===== config.mk =====
export PLATFORM = sky130hd
export DESIGN_NAME = rand_range_gen
export DESIGN_NICKNAME = d
export VERILOG_FILES = /design/src/rtl/rand_pkg.sv /design/src/rtl/lfsr_core.sv /design/src/rtl/rand_range_gen.sv
export SDC_FILE = /design/constraint.sdc
export NUM_CORES = 1
export LEC_CHECK = 0
export BUFFER_PORTS_ARGS = -buffer_cell sky130_fd_sc_hd__buf_4
export CAP_MARGIN = 20
export CORE_MARGIN = 8
export CORE_UTILIZATION = 43
export DETAILED_ROUTE_END_ITERATION = 7
export PLACE_DENSITY_LB_ADDON = 0.25
export SETUP_SLACK_MARGIN = 0.4
export SLEW_MARGIN = 0
export SYNTH_ARGS = -nofsm -noshare
export SYNTH_HDL_FRONTEND = slang
export SYNTH_SLANG_ARGS = --single-unit

===== constraint.sdc =====
create_clock -name clk -period 5.1 [get_ports clk]
set_clock_uncertainty 0.2 [all_clocks]
set_input_delay 0.51 -clock clk [delete_from_list [all_inputs] [get_ports clk]]
set_output_delay 0.51 -clock clk [all_outputs]
set_load 0.005 [all_outputs]

===== src/rtl/rand_pkg.sv =====
// ============================================================================
// Package : rand_pkg
// Purpose : Shared types and constants for the bounded random-draw engine.
//           - FSM state encoding for rand_range_gen
//           - default LFSR feedback masks for 16/32/64-bit states
//           - default reset/substitute seed
// Revision: 1.0 - initial release
// ============================================================================
`default_nettype none

package rand_pkg;

  typedef enum logic [1:0] {
    ST_IDLE = 2'd0,
    ST_DRAW = 2'd1,
    ST_DONE = 2'd2
  } rng_state_e;

  // Feedback masks: bit i set means state[i] participates in the feedback XOR.
  localparam logic [15:0] TAPS16 = 16'hB400;                // taps 15,13,12,10
  localparam logic [31:0] TAPS32 = 32'h8020_0003;           // taps 31,21,1,0
  localparam logic [63:0] TAPS64 = 64'hD800_0000_0000_0000; // taps 63,62,60,59

  localparam logic [31:0] SEED_RST_DEFAULT = 32'h1ACE_B00C;

endpackage

`default_nettype wire


===== src/rtl/lfsr_core.sv =====
// ============================================================================
// Module  : lfsr_core
// Purpose : Free-running shift-left LFSR with reseed and lockup guard.
//           The state never stalls; a load takes priority over advancing.
// Ports   : clk   - clock
//           rst   - asynchronous active-low reset
//           load  - reseed strobe
//           seed  - reseed value (zero is replaced by SEED_RST)
//           state - current LFSR state
// Revision: 1.0 - initial release
// ============================================================================
`default_nettype none

module lfsr_core
  import rand_pkg::*;
#(
  parameter int               WIDTH    = 32,
  parameter logic [WIDTH-1:0] TAPS     = WIDTH'(TAPS32),
  parameter logic [WIDTH-1:0] SEED_RST = WIDTH'(SEED_RST_DEFAULT)
) (
  input  logic             clk,
  input  logic             rst,
  input  logic             load,
  input  logic [WIDTH-1:0] seed,
  output logic [WIDTH-1:0] state
);

  logic [WIDTH-1:0] r_state;
  logic [WIDTH-1:0] w_next;
  logic             w_fb;

  assign w_fb = ^(r_state & TAPS);

  // A zero seed or a zero state (only reachable with a degenerate TAPS)
  // would lock the register; both are replaced by SEED_RST.
  always_comb begin
    w_next = {r_state[WIDTH-2:0], w_fb};
    if (load) begin
      w_next = (seed == '0) ? SEED_RST : seed;
    end else if (r_state == '0) begin
      w_next = SEED_RST;
    end
  end

  always_ff @(posedge clk or negedge rst) begin
    if (!rst) begin
      r_state <= SEED_RST;
    end else begin
      r_state <= w_next;
    end
  end

  assign state = r_state;

endmodule

`default_nettype wire


===== src/rtl/rand_range_gen.sv =====
// ============================================================================
// Module  : rand_range_gen
// Purpose : LFSR random source with a rejection-sampling draw engine that
//           returns integers in [0, limit) over a valid/ready handshake.
// Ports   : clk, rst (async active-low)
//           load, seed              - reseed the LFSR
//           req_valid/req_ready     - draw request, req_limit = exclusive bound
//           rsp_valid/rsp_ready     - result, rsp_data / rsp_biased
//           rand_raw                - current LFSR state
//           retry_cnt               - rejected-candidate counter
// Option  : RAND_STATS_EN - when defined, retry_cnt counts rejected
//           candidates (saturating); otherwise it is tied to zero.
// Revision: 1.0 - initial release
// ============================================================================
`default_nettype none

module rand_range_gen
  import rand_pkg::*;
#(
  parameter int               WIDTH     = 32,
  parameter logic [WIDTH-1:0] TAPS      = WIDTH'(TAPS32),
  parameter logic [WIDTH-1:0] SEED_RST  = WIDTH'(SEED_RST_DEFAULT),
  parameter int               OUT_W     = 8,
  parameter int               MAX_TRIES = 8
) (
  input  logic             clk,
  input  logic             rst,
  input  logic             load,
  input  logic [WIDTH-1:0] seed,
  input  logic             req_valid,
  output logic             req_ready,
  input  logic [OUT_W-1:0] req_limit,
  output logic             rsp_valid,
  input  logic             rsp_ready,
  output logic [OUT_W-1:0] rsp_data,
  output logic             rsp_biased,
  output logic [WIDTH-1:0] rand_raw,
  output logic [15:0]      retry_cnt
);

  localparam int TRY_W = $clog2(MAX_TRIES + 1);

  logic [WIDTH-1:0] w_state;

  lfsr_core #(
    .WIDTH    (WIDTH),
    .TAPS     (TAPS),
    .SEED_RST (SEED_RST)
  ) u_lfsr (
    .clk   (clk),
    .rst   (rst),
    .load  (load),
    .seed  (seed),
    .state (w_state)
  );

  assign rand_raw = w_state;

  rng_state_e       r_st, w_st_nxt;
  logic [OUT_W-1:0] r_limit, w_limit_nxt;
  logic [TRY_W-1:0] r_tries, w_tries_nxt;
  logic [OUT_W-1:0] r_rsp_data, w_data_nxt;
  logic             r_rsp_biased, w_biased_nxt;

  logic [OUT_W-1:0] w_mask;
  logic [OUT_W-1:0] w_cand;
  logic             w_hit;
  logic             w_last;

  // Smear the highest set bit of (limit-1) downwards to get 2^k-1 >= limit-1.
  always_comb begin
    w_mask = r_limit - OUT_W'(1);
    for (int i = 1; i < OUT_W; i = i * 2) begin
      w_mask = w_mask | (w_mask >> i);
    end
  end

  assign w_cand = w_state[OUT_W-1:0] & w_mask;
  assign w_hit  = (w_cand < r_limit);
  assign w_last = (r_tries == TRY_W'(MAX_TRIES - 1));

  always_comb begin
    w_st_nxt     = r_st;
    w_limit_nxt  = r_limit;
    w_tries_nxt  = r_tries;
    w_data_nxt   = r_rsp_data;
    w_biased_nxt = r_rsp_biased;
    case (r_st)
      ST_IDLE: begin
        if (req_valid) begin
          w_limit_nxt = req_limit;
          w_tries_nxt = '0;
          if (req_limit == '0) begin
            w_data_nxt   = '0;
            w_biased_nxt = 1'b1;
            w_st_nxt     = ST_DONE;
          end else begin
            w_st_nxt = ST_DRAW;
          end
        end
      end
      ST_DRAW: begin
        if (w_hit) begin
          w_data_nxt   = w_cand;
          w_biased_nxt = 1'b0;
          w_st_nxt     = ST_DONE;
        end else begin
          w_tries_nxt = r_tries + TRY_W'(1);
          if (w_last) begin
            // mask < 2*limit, so cand - limit is already in range
            w_data_nxt   = w_cand - r_limit;
            w_biased_nxt = 1'b1;
            w_st_nxt     = ST_DONE;
          end
        end
      end
      ST_DONE: begin
        if (rsp_ready) begin
          w_st_nxt = ST_IDLE;
        end
      end
      default: w_st_nxt = ST_IDLE;
    endcase
  end

  always_ff @(posedge clk or negedge rst) begin
    if (!rst) begin
      r_st         <= ST_IDLE;
      r_limit      <= '0;
      r_tries      <= '0;
      r_rsp_data   <= '0;
      r_rsp_biased <= 1'b0;
    end else begin
      r_st         <= w_st_nxt;
      r_limit      <= w_limit_nxt;
      r_tries      <= w_tries_nxt;
      r_rsp_data   <= w_data_nxt;
      r_rsp_biased <= w_biased_nxt;
    end
  end

  assign req_ready  = (r_st == ST_IDLE);
  assign rsp_valid  = (r_st == ST_DONE);
  assign rsp_data   = r_rsp_data;
  assign rsp_biased = r_rsp_biased;

`ifdef RAND_STATS_EN
  logic [15:0] r_retry;
  logic        w_reject;

  assign w_reject = (r_st == ST_DRAW) && !w_hit;

  always_ff @(posedge clk or negedge rst) begin
    if (!rst) begin
      r_retry <= '0;
    end else if (w_reject && (r_retry != 16'hFFFF)) begin
      r_retry <= r_retry + 16'd1;
    end
  end

  assign retry_cnt = r_retry;
`else
  assign retry_cnt = '0;
`endif

endmodule

`default_nettype wire


### Word-level counts from Yosys, hierarchy flattened

Cells that the tools add are included.

| operators by class | value |
|---|---|
| add/sub/neg operators | 3 |
| order comparisons | 1 |
| eq/ne operators | 8 |
| multiplexer cells | 22 |
| bitwise gates (word level) | 4 |
| reductions and logical operators | 10 |

Operators with widths:

| kind | count |
|---|---|
| $mux W32 | 3 |
| $logic_not A32 Y1 | 2 |
| $mux W8 | 4 |
| $reduce_xor A32 Y1 | 1 |
| $pmux W8 S2 | 1 |
| $mux W2 | 5 |
| $and A8 B8 Y8 | 1 |
| $logic_not A8 Y1 | 1 |
| $lt A8 B8 Y1 | 1 |
| $mux W4 | 2 |
| $or A8 B4 Y8 | 1 |
| $or A8 B6 Y8 | 1 |
| $or A8 B7 Y8 | 1 |
| $pmux W4 S2 | 1 |
| $sub A8 B1 Y8 const B | 1 |
| $sub A8 B8 Y8 | 1 |
| $pmux W2 S3 | 1 |
| $reduce_and A3 Y1 | 2 |
| $add A4 B1 Y4 const B | 1 |
| $eq A4 B3 Y1 const B | 1 |
| $mux W1 | 4 |
| $ne A2 B1 Y1 const B | 2 |
| $ne A2 B2 Y1 const B | 2 |
| $reduce_and A4 Y1 | 1 |
| other kinds (7) | 7 |

| word-level totals | value |
|---|---|
| bits in registers | 55 |
| input bits | 45 |
| word-level logic and storage cells | 54 |

### Longest topological paths before layout

| logic depth | value |
|---|---|
| word-level depth | 9 |
| depth in mapped cells | 17 |
| gate-level depth less buffers | 16 |

### Hierarchy

Synthesis repeated with hierarchy kept, for this count alone.

| second synthesis, totals | value |
|---|---|
| cell total of the unflattened synthesis | 319 |
| area, all modules | 3235.6 um^2 |

Modules (own cells, without submodules):

| module | instances | cells each | area an instance (um^2) | seq. area each (um^2) |
|---|---|---|---|---|
| rand_range_gen | 1 | 222 | 1853.0 | 575.6 |
| lfsr_core | 1 | 97 | 1382.6 | 817.0 |

### Worst setup path before layout

OpenSTA, ideal clock, no wires.

| timing path | value |
|---|---|
| path type | register to register |
| start | register r_limit[1] |
| end | register r_tries[3] |
| library setup time | 0.078 ns |
| arrival | 3.632 ns |
| data required time | 4.822 ns |
| path slack | 1.190 ns |
| cell stages (with the launch flop) | 16 |
| buffers on the path | 1 |
| clock period less this slack | 3.910 ns |
| cell sequence | dfrtp_1 > inv_1 > ha_1 > o21bai_1 > a2111oi_1 > a31oi_2 > nor3_4 > and2b_2 > ha_1 > nand2b_1 > a2111oi_4 > nor2_1 > or2_1 > buf_6 > or3_1 > a21oi_1 |

| between the ends | value |
|---|---|
| longest elaborated chain between the ends | 8 |

RTL lines:

| element | line | RTL |
|---|---|---|
| from (decl) | rand_range_gen.sv:60 | `logic [OUT_W-1:0] r_limit, w_limit_nxt;` |
| from (signal assigned) | rand_range_gen.sv:135 | `r_limit <= w_limit_nxt;` |
| $sub A8 B1 Y8 | rand_range_gen.sv:72 | `w_mask = r_limit - OUT_W'(1);` |
| $or A8 B7 Y8 | rand_range_gen.sv:74 | `w_mask = w_mask \| (w_mask >> i);` |
| $or A8 B6 Y8 | rand_range_gen.sv:74 |  |
| $or A8 B4 Y8 | rand_range_gen.sv:74 |  |
| $and A8 B8 Y8 | rand_range_gen.sv:78 | `assign w_cand = w_state[OUT_W-1:0] & w_mask;` |
| $lt A8 B8 Y1 (*) | rand_range_gen.sv:79 | `assign w_hit = (w_cand < r_limit);` |
| $ne A2 B2 Y1 (no source line) (*) | - |  |
| $reduce_and A3 Y1 (no source line) (*) | - |  |
| to (signal assigned) | rand_range_gen.sv:136 | `r_tries <= w_tries_nxt;` |
| to (decl) | rand_range_gen.sv:61 | `logic [TRY_W-1:0] r_tries, w_tries_nxt;` |

Mark *: on every way between the ends. The rest lies on a longest branch, timed or not.
A chain may end at the register's enable or synchronous reset.

### Worst setup path in the final report

| timing path | value |
|---|---|
| start | register r_limit[1] |
| end | register r_rsp_data[4], in the netlist rsp_data[4] |

| between the ends | value |
|---|---|
| longest elaborated chain between the ends | 9 |

RTL lines:

| element | line | RTL |
|---|---|---|
| $sub A8 B1 Y8 | rand_range_gen.sv:72 |  |
| $or A8 B7 Y8 | rand_range_gen.sv:74 |  |
| $or A8 B6 Y8 | rand_range_gen.sv:74 |  |
| $or A8 B4 Y8 | rand_range_gen.sv:74 |  |
| $and A8 B8 Y8 | rand_range_gen.sv:78 |  |
| $sub A8 B8 Y8 | rand_range_gen.sv:111 | `w_data_nxt = w_cand - r_limit;` |
| $mux W8 | rand_range_gen.sv:109 | `if (w_last) begin` |
| $mux W8 | rand_range_gen.sv:103 | `if (w_hit) begin` |
| $pmux W8 S2 | rand_range_gen.sv:88 | `case (r_st)` |
| to (signal assigned) | rand_range_gen.sv:137 | `r_rsp_data <= w_data_nxt;` |
| to (decl) | rand_range_gen.sv:62 | `logic [OUT_W-1:0] r_rsp_data, w_data_nxt;` |

Parallel ways exist; a longest one is shown, timed or not. The select of a mux whose other input is x is not followed.

==> results.yml <==
critical_path:
  r2r-end: "rsp_data[4]"
  r2r_start: "r_limit[1]"
  required_ns: 5.09
  worst_r2r_path_depth: 16
  arrival_ns: 4.35
  startpoint_type: "flip-flop"
  path_max_fanout: 12
  crit_type: "flip-flop to flip-flop"
  endpoint_kind: "flip-flop"
  r2r_setup_slack_ns: 0.74
clock_network:
  tritoncts: "done"
  cts_root_buf: "clkbuf_8"
  cts_buffer_depth: 2
  h-tree-depth: 2
  cts_inserted_buffers: 5
  cts.sinks: 55
  ctsHoldBuffers: 0
  clkLatencyLatePin_ns: 0.31
  cts.clk_slew.worst_paths_ns: 0.10
yosys:
  synth_compound_area_share_pct: 21.0
  synth.area.mux_share_pct: 0.731
  synth_top_family_by_area: "compound AO/OA/AOI/OAI gates"
  synth_edf_count: 0
  synth.avg_cell_area_um2: 10.0
  synth_area_um2: 3080
  async_flop_share_pct: 100
  syn-instance-count: 308
  ys.flop_type: "dfrtp_1"
  synth.distinct_cells: 53
  synth-simple-area-share_pct: 17.4
  yosys_warnings: 0
  synth_fa_ha_area_share_pct: 5.52
  ys_ff_latch: 55
  yosysSeqAreaShare_pct: 45.2
  synth_xor_area_share_pct: 2.84
routing:
  drtPass1Iterations: 4
  drc: 0
  drt-vias-per-instance: 5.43
  drt-initial-drc-count: 105
  final_antenna_net_count: 0
  drt_wl_total_mm: 8.86
  vias: 2695
  wire_per_inst_um: 17.9
sta:
  grt_setup_unrepaired: "yes"
  setup_viol: 0
  drv_slew: 0
  worst_pin_slew_ns: 0.783
  report.final.hold_viol_count: 0
  fmaxAchievable_ghz: 0.229
  timing.slew.headroom_pct: 47.4
  fin_crit_sh_pct: 85.6
  fin_crit_ns: 4.36
  finalSetupTns_ns: 0
  worst_slack_ns: 0.737
floorplan:
  ios: 104
  core_area_um2: 7100
  num_rows: 31
  die-area_um2: 10100
  initial_core_util_pct: 43.4
  die_w_um: 101
  dieHeight_um: 101
placed_design:
  gp_congestion: 0.892
  io_buffer_count: 87
  place_inst: 485
  dp_slack_ns: 0.343
  dp_hpwl_mm: 6.97
global_route:
  grt_antenna_before_repair: 0
  grt_pass1_wl_mm: 14.3
  grt_max_degree: 56
  grtUsageTotal_pct: 17.9
  overflow: 0
  grt_pass1_vias: 2826
pwr:
  power.internal_mw: 1.16
  power_frac_clock_pct: 14.5
  ir_worst_vdd_v: 0.000154
  p_comb_share_pct: 52.0
  seq_power_share_pct: 33.4
  swShare_pct: 41.2
  p_sw_mw: 0.813
  leakagePower_nw: 1.77
  p_per_area_nw_per_um2: 506
final_layout:
  final_layout_size_suffix_gt1_share_pct: 32.0
  layout_commonest_cell: "buf_4"
  num-nets-final: 454
  area_growth_syn_to_layout_pct: 26.7
  diodes: 0
  num-fill-cells: 654
  instances_no_fill: 496
  layout_common_cells: "91 x buf_4, 41 x dfrtp_1, 26 x nand2_1, 19 x nor4_1, 19 x o21ai_0"
worst_hold_path:
  hold_class: "input port to asynchronous set/reset pin"
flow_run:
  maxCapViolations: 0
status:
  status: "complete, no violations"
synthesized netlist by cell type, types with 8 or more instances:
cell type | count | area (um2)
o21ai_0 | 20 | 100
a21oi_1 | 10 | 50.1
buf_4 | 16 | 120
dfstp_2 | 13 | 342
xnor2_1 | 9 | 78.8
nand2_1 | 26 | 97.6
a22o_1 | 16 | 140
o22a_1 | 13 | 114
nor4_1 | 19 | 119
dfrtp_1 | 42 | 1050
inv_1 | 15 | 56.3
nor2_1 | 14 | 52.6
ha_1 | 12 | 150
clkbuf_1 | 8 | 30.0
per-layer routing:
layer / track usage (%) / part of all wire (%)
met5: 0 / 0
met4: 4.88 / 0.90
met3: 6.15 / 8.1
met2: 30.0 / 49
met1: 21.2 / 42
critical path, stage by stage (launching register included):
cell	delay, ns
dfrtp_2	0.47
inv_1	0.13
ha_1	0.24
o21bai_1	0.19
a2111oi_2	0.12
a31oi_2	0.24
nor3_4	0.09
a21oi_1	0.20
inv_1	0.06
ha_1	0.21
fa_1	0.42
nand2b_1	0.23
a2111oi_4	0.33
nor2_1	0.11
o21ai_1	0.64
or2_2	0.26
o21ai_0	0.10
area by class of cell:
type                    count  area (um2)  share of cell area, %
multi-input cells         227        1530                   39.2
flip-flops and latches     55        1390                   35.7
repair buffers             92         694                   17.8
well taps                  99         124                   3.17
clock buffers               7        76.3                   1.95
inverters                  15        56.3                   1.44
clock inverters             1        30.0                  0.769
per-stage QoR:
step	utilization [%]	cell area (um2)	total power, mW	hold slack, ns
after detailed placement	53.0	3760	1.66	0.276
after CTS	54.5	3870	1.95	0.0564
after global routing	55.0	3910	2.13	0.0663
after global placement	53.0	3760	1.64	0.270
after floorplan	-	3140	1.33	0.0144
final	55.0	3910	1.98	0.0130
power by group through the flow:
stage | combinational (mW) | clock, mW | sequential, mW
global placement | 0.978 | 0 | 0.662
detailed placement | 0.998 | 0 | 0.663
global route | 1.14 | 0.310 | 0.679
floorplan | 0.694 | 0 | 0.638
finish | 1.03 | 0.287 | 0.660
CTS | 1.00 | 0.292 | 0.657
worst max path at each step:
stage                       end  cells past startpoint  slack [ns]       start
floorplan            r_tries[3]                     15        1.19  r_limit[1]
global placement    rsp_data[3]                     14        0.57  r_limit[1]
detailed placement  rsp_data[4]                     14        0.34  r_limit[1]
CTS                  r_tries[3]                     15        0.61  r_limit[1]
global route        rsp_data[4]                     16        0.41  r_limit[1]
finish              rsp_data[4]                     16        0.74  r_limit[1]
flip-flops by register name, summed over array words and instances, names as in the netlist:
name,cells
r_limit,8
r_st,2
u_lfsr.state,32
rsp_data,8
rsp_biased,1
r_tries,4
cell families after synthesis:
kind of cell / count (synthesis)
AOI/OAI and AO/OA: 86
xor gates and xnor gates: 10
adders and majority gates: 13
buffers and inverters: 41
DFF: 55
muxes: 2
other: 1
and+or+nand+nor: 100
what timing repair did:
action | CTS | global route
setup buffers | 0 | 2
gates resized for setup | 1 | 3
endpoints found under the setup margin | 5 | 9
pin swaps | 0 | 0
Power figures use the tool's default switching activity.
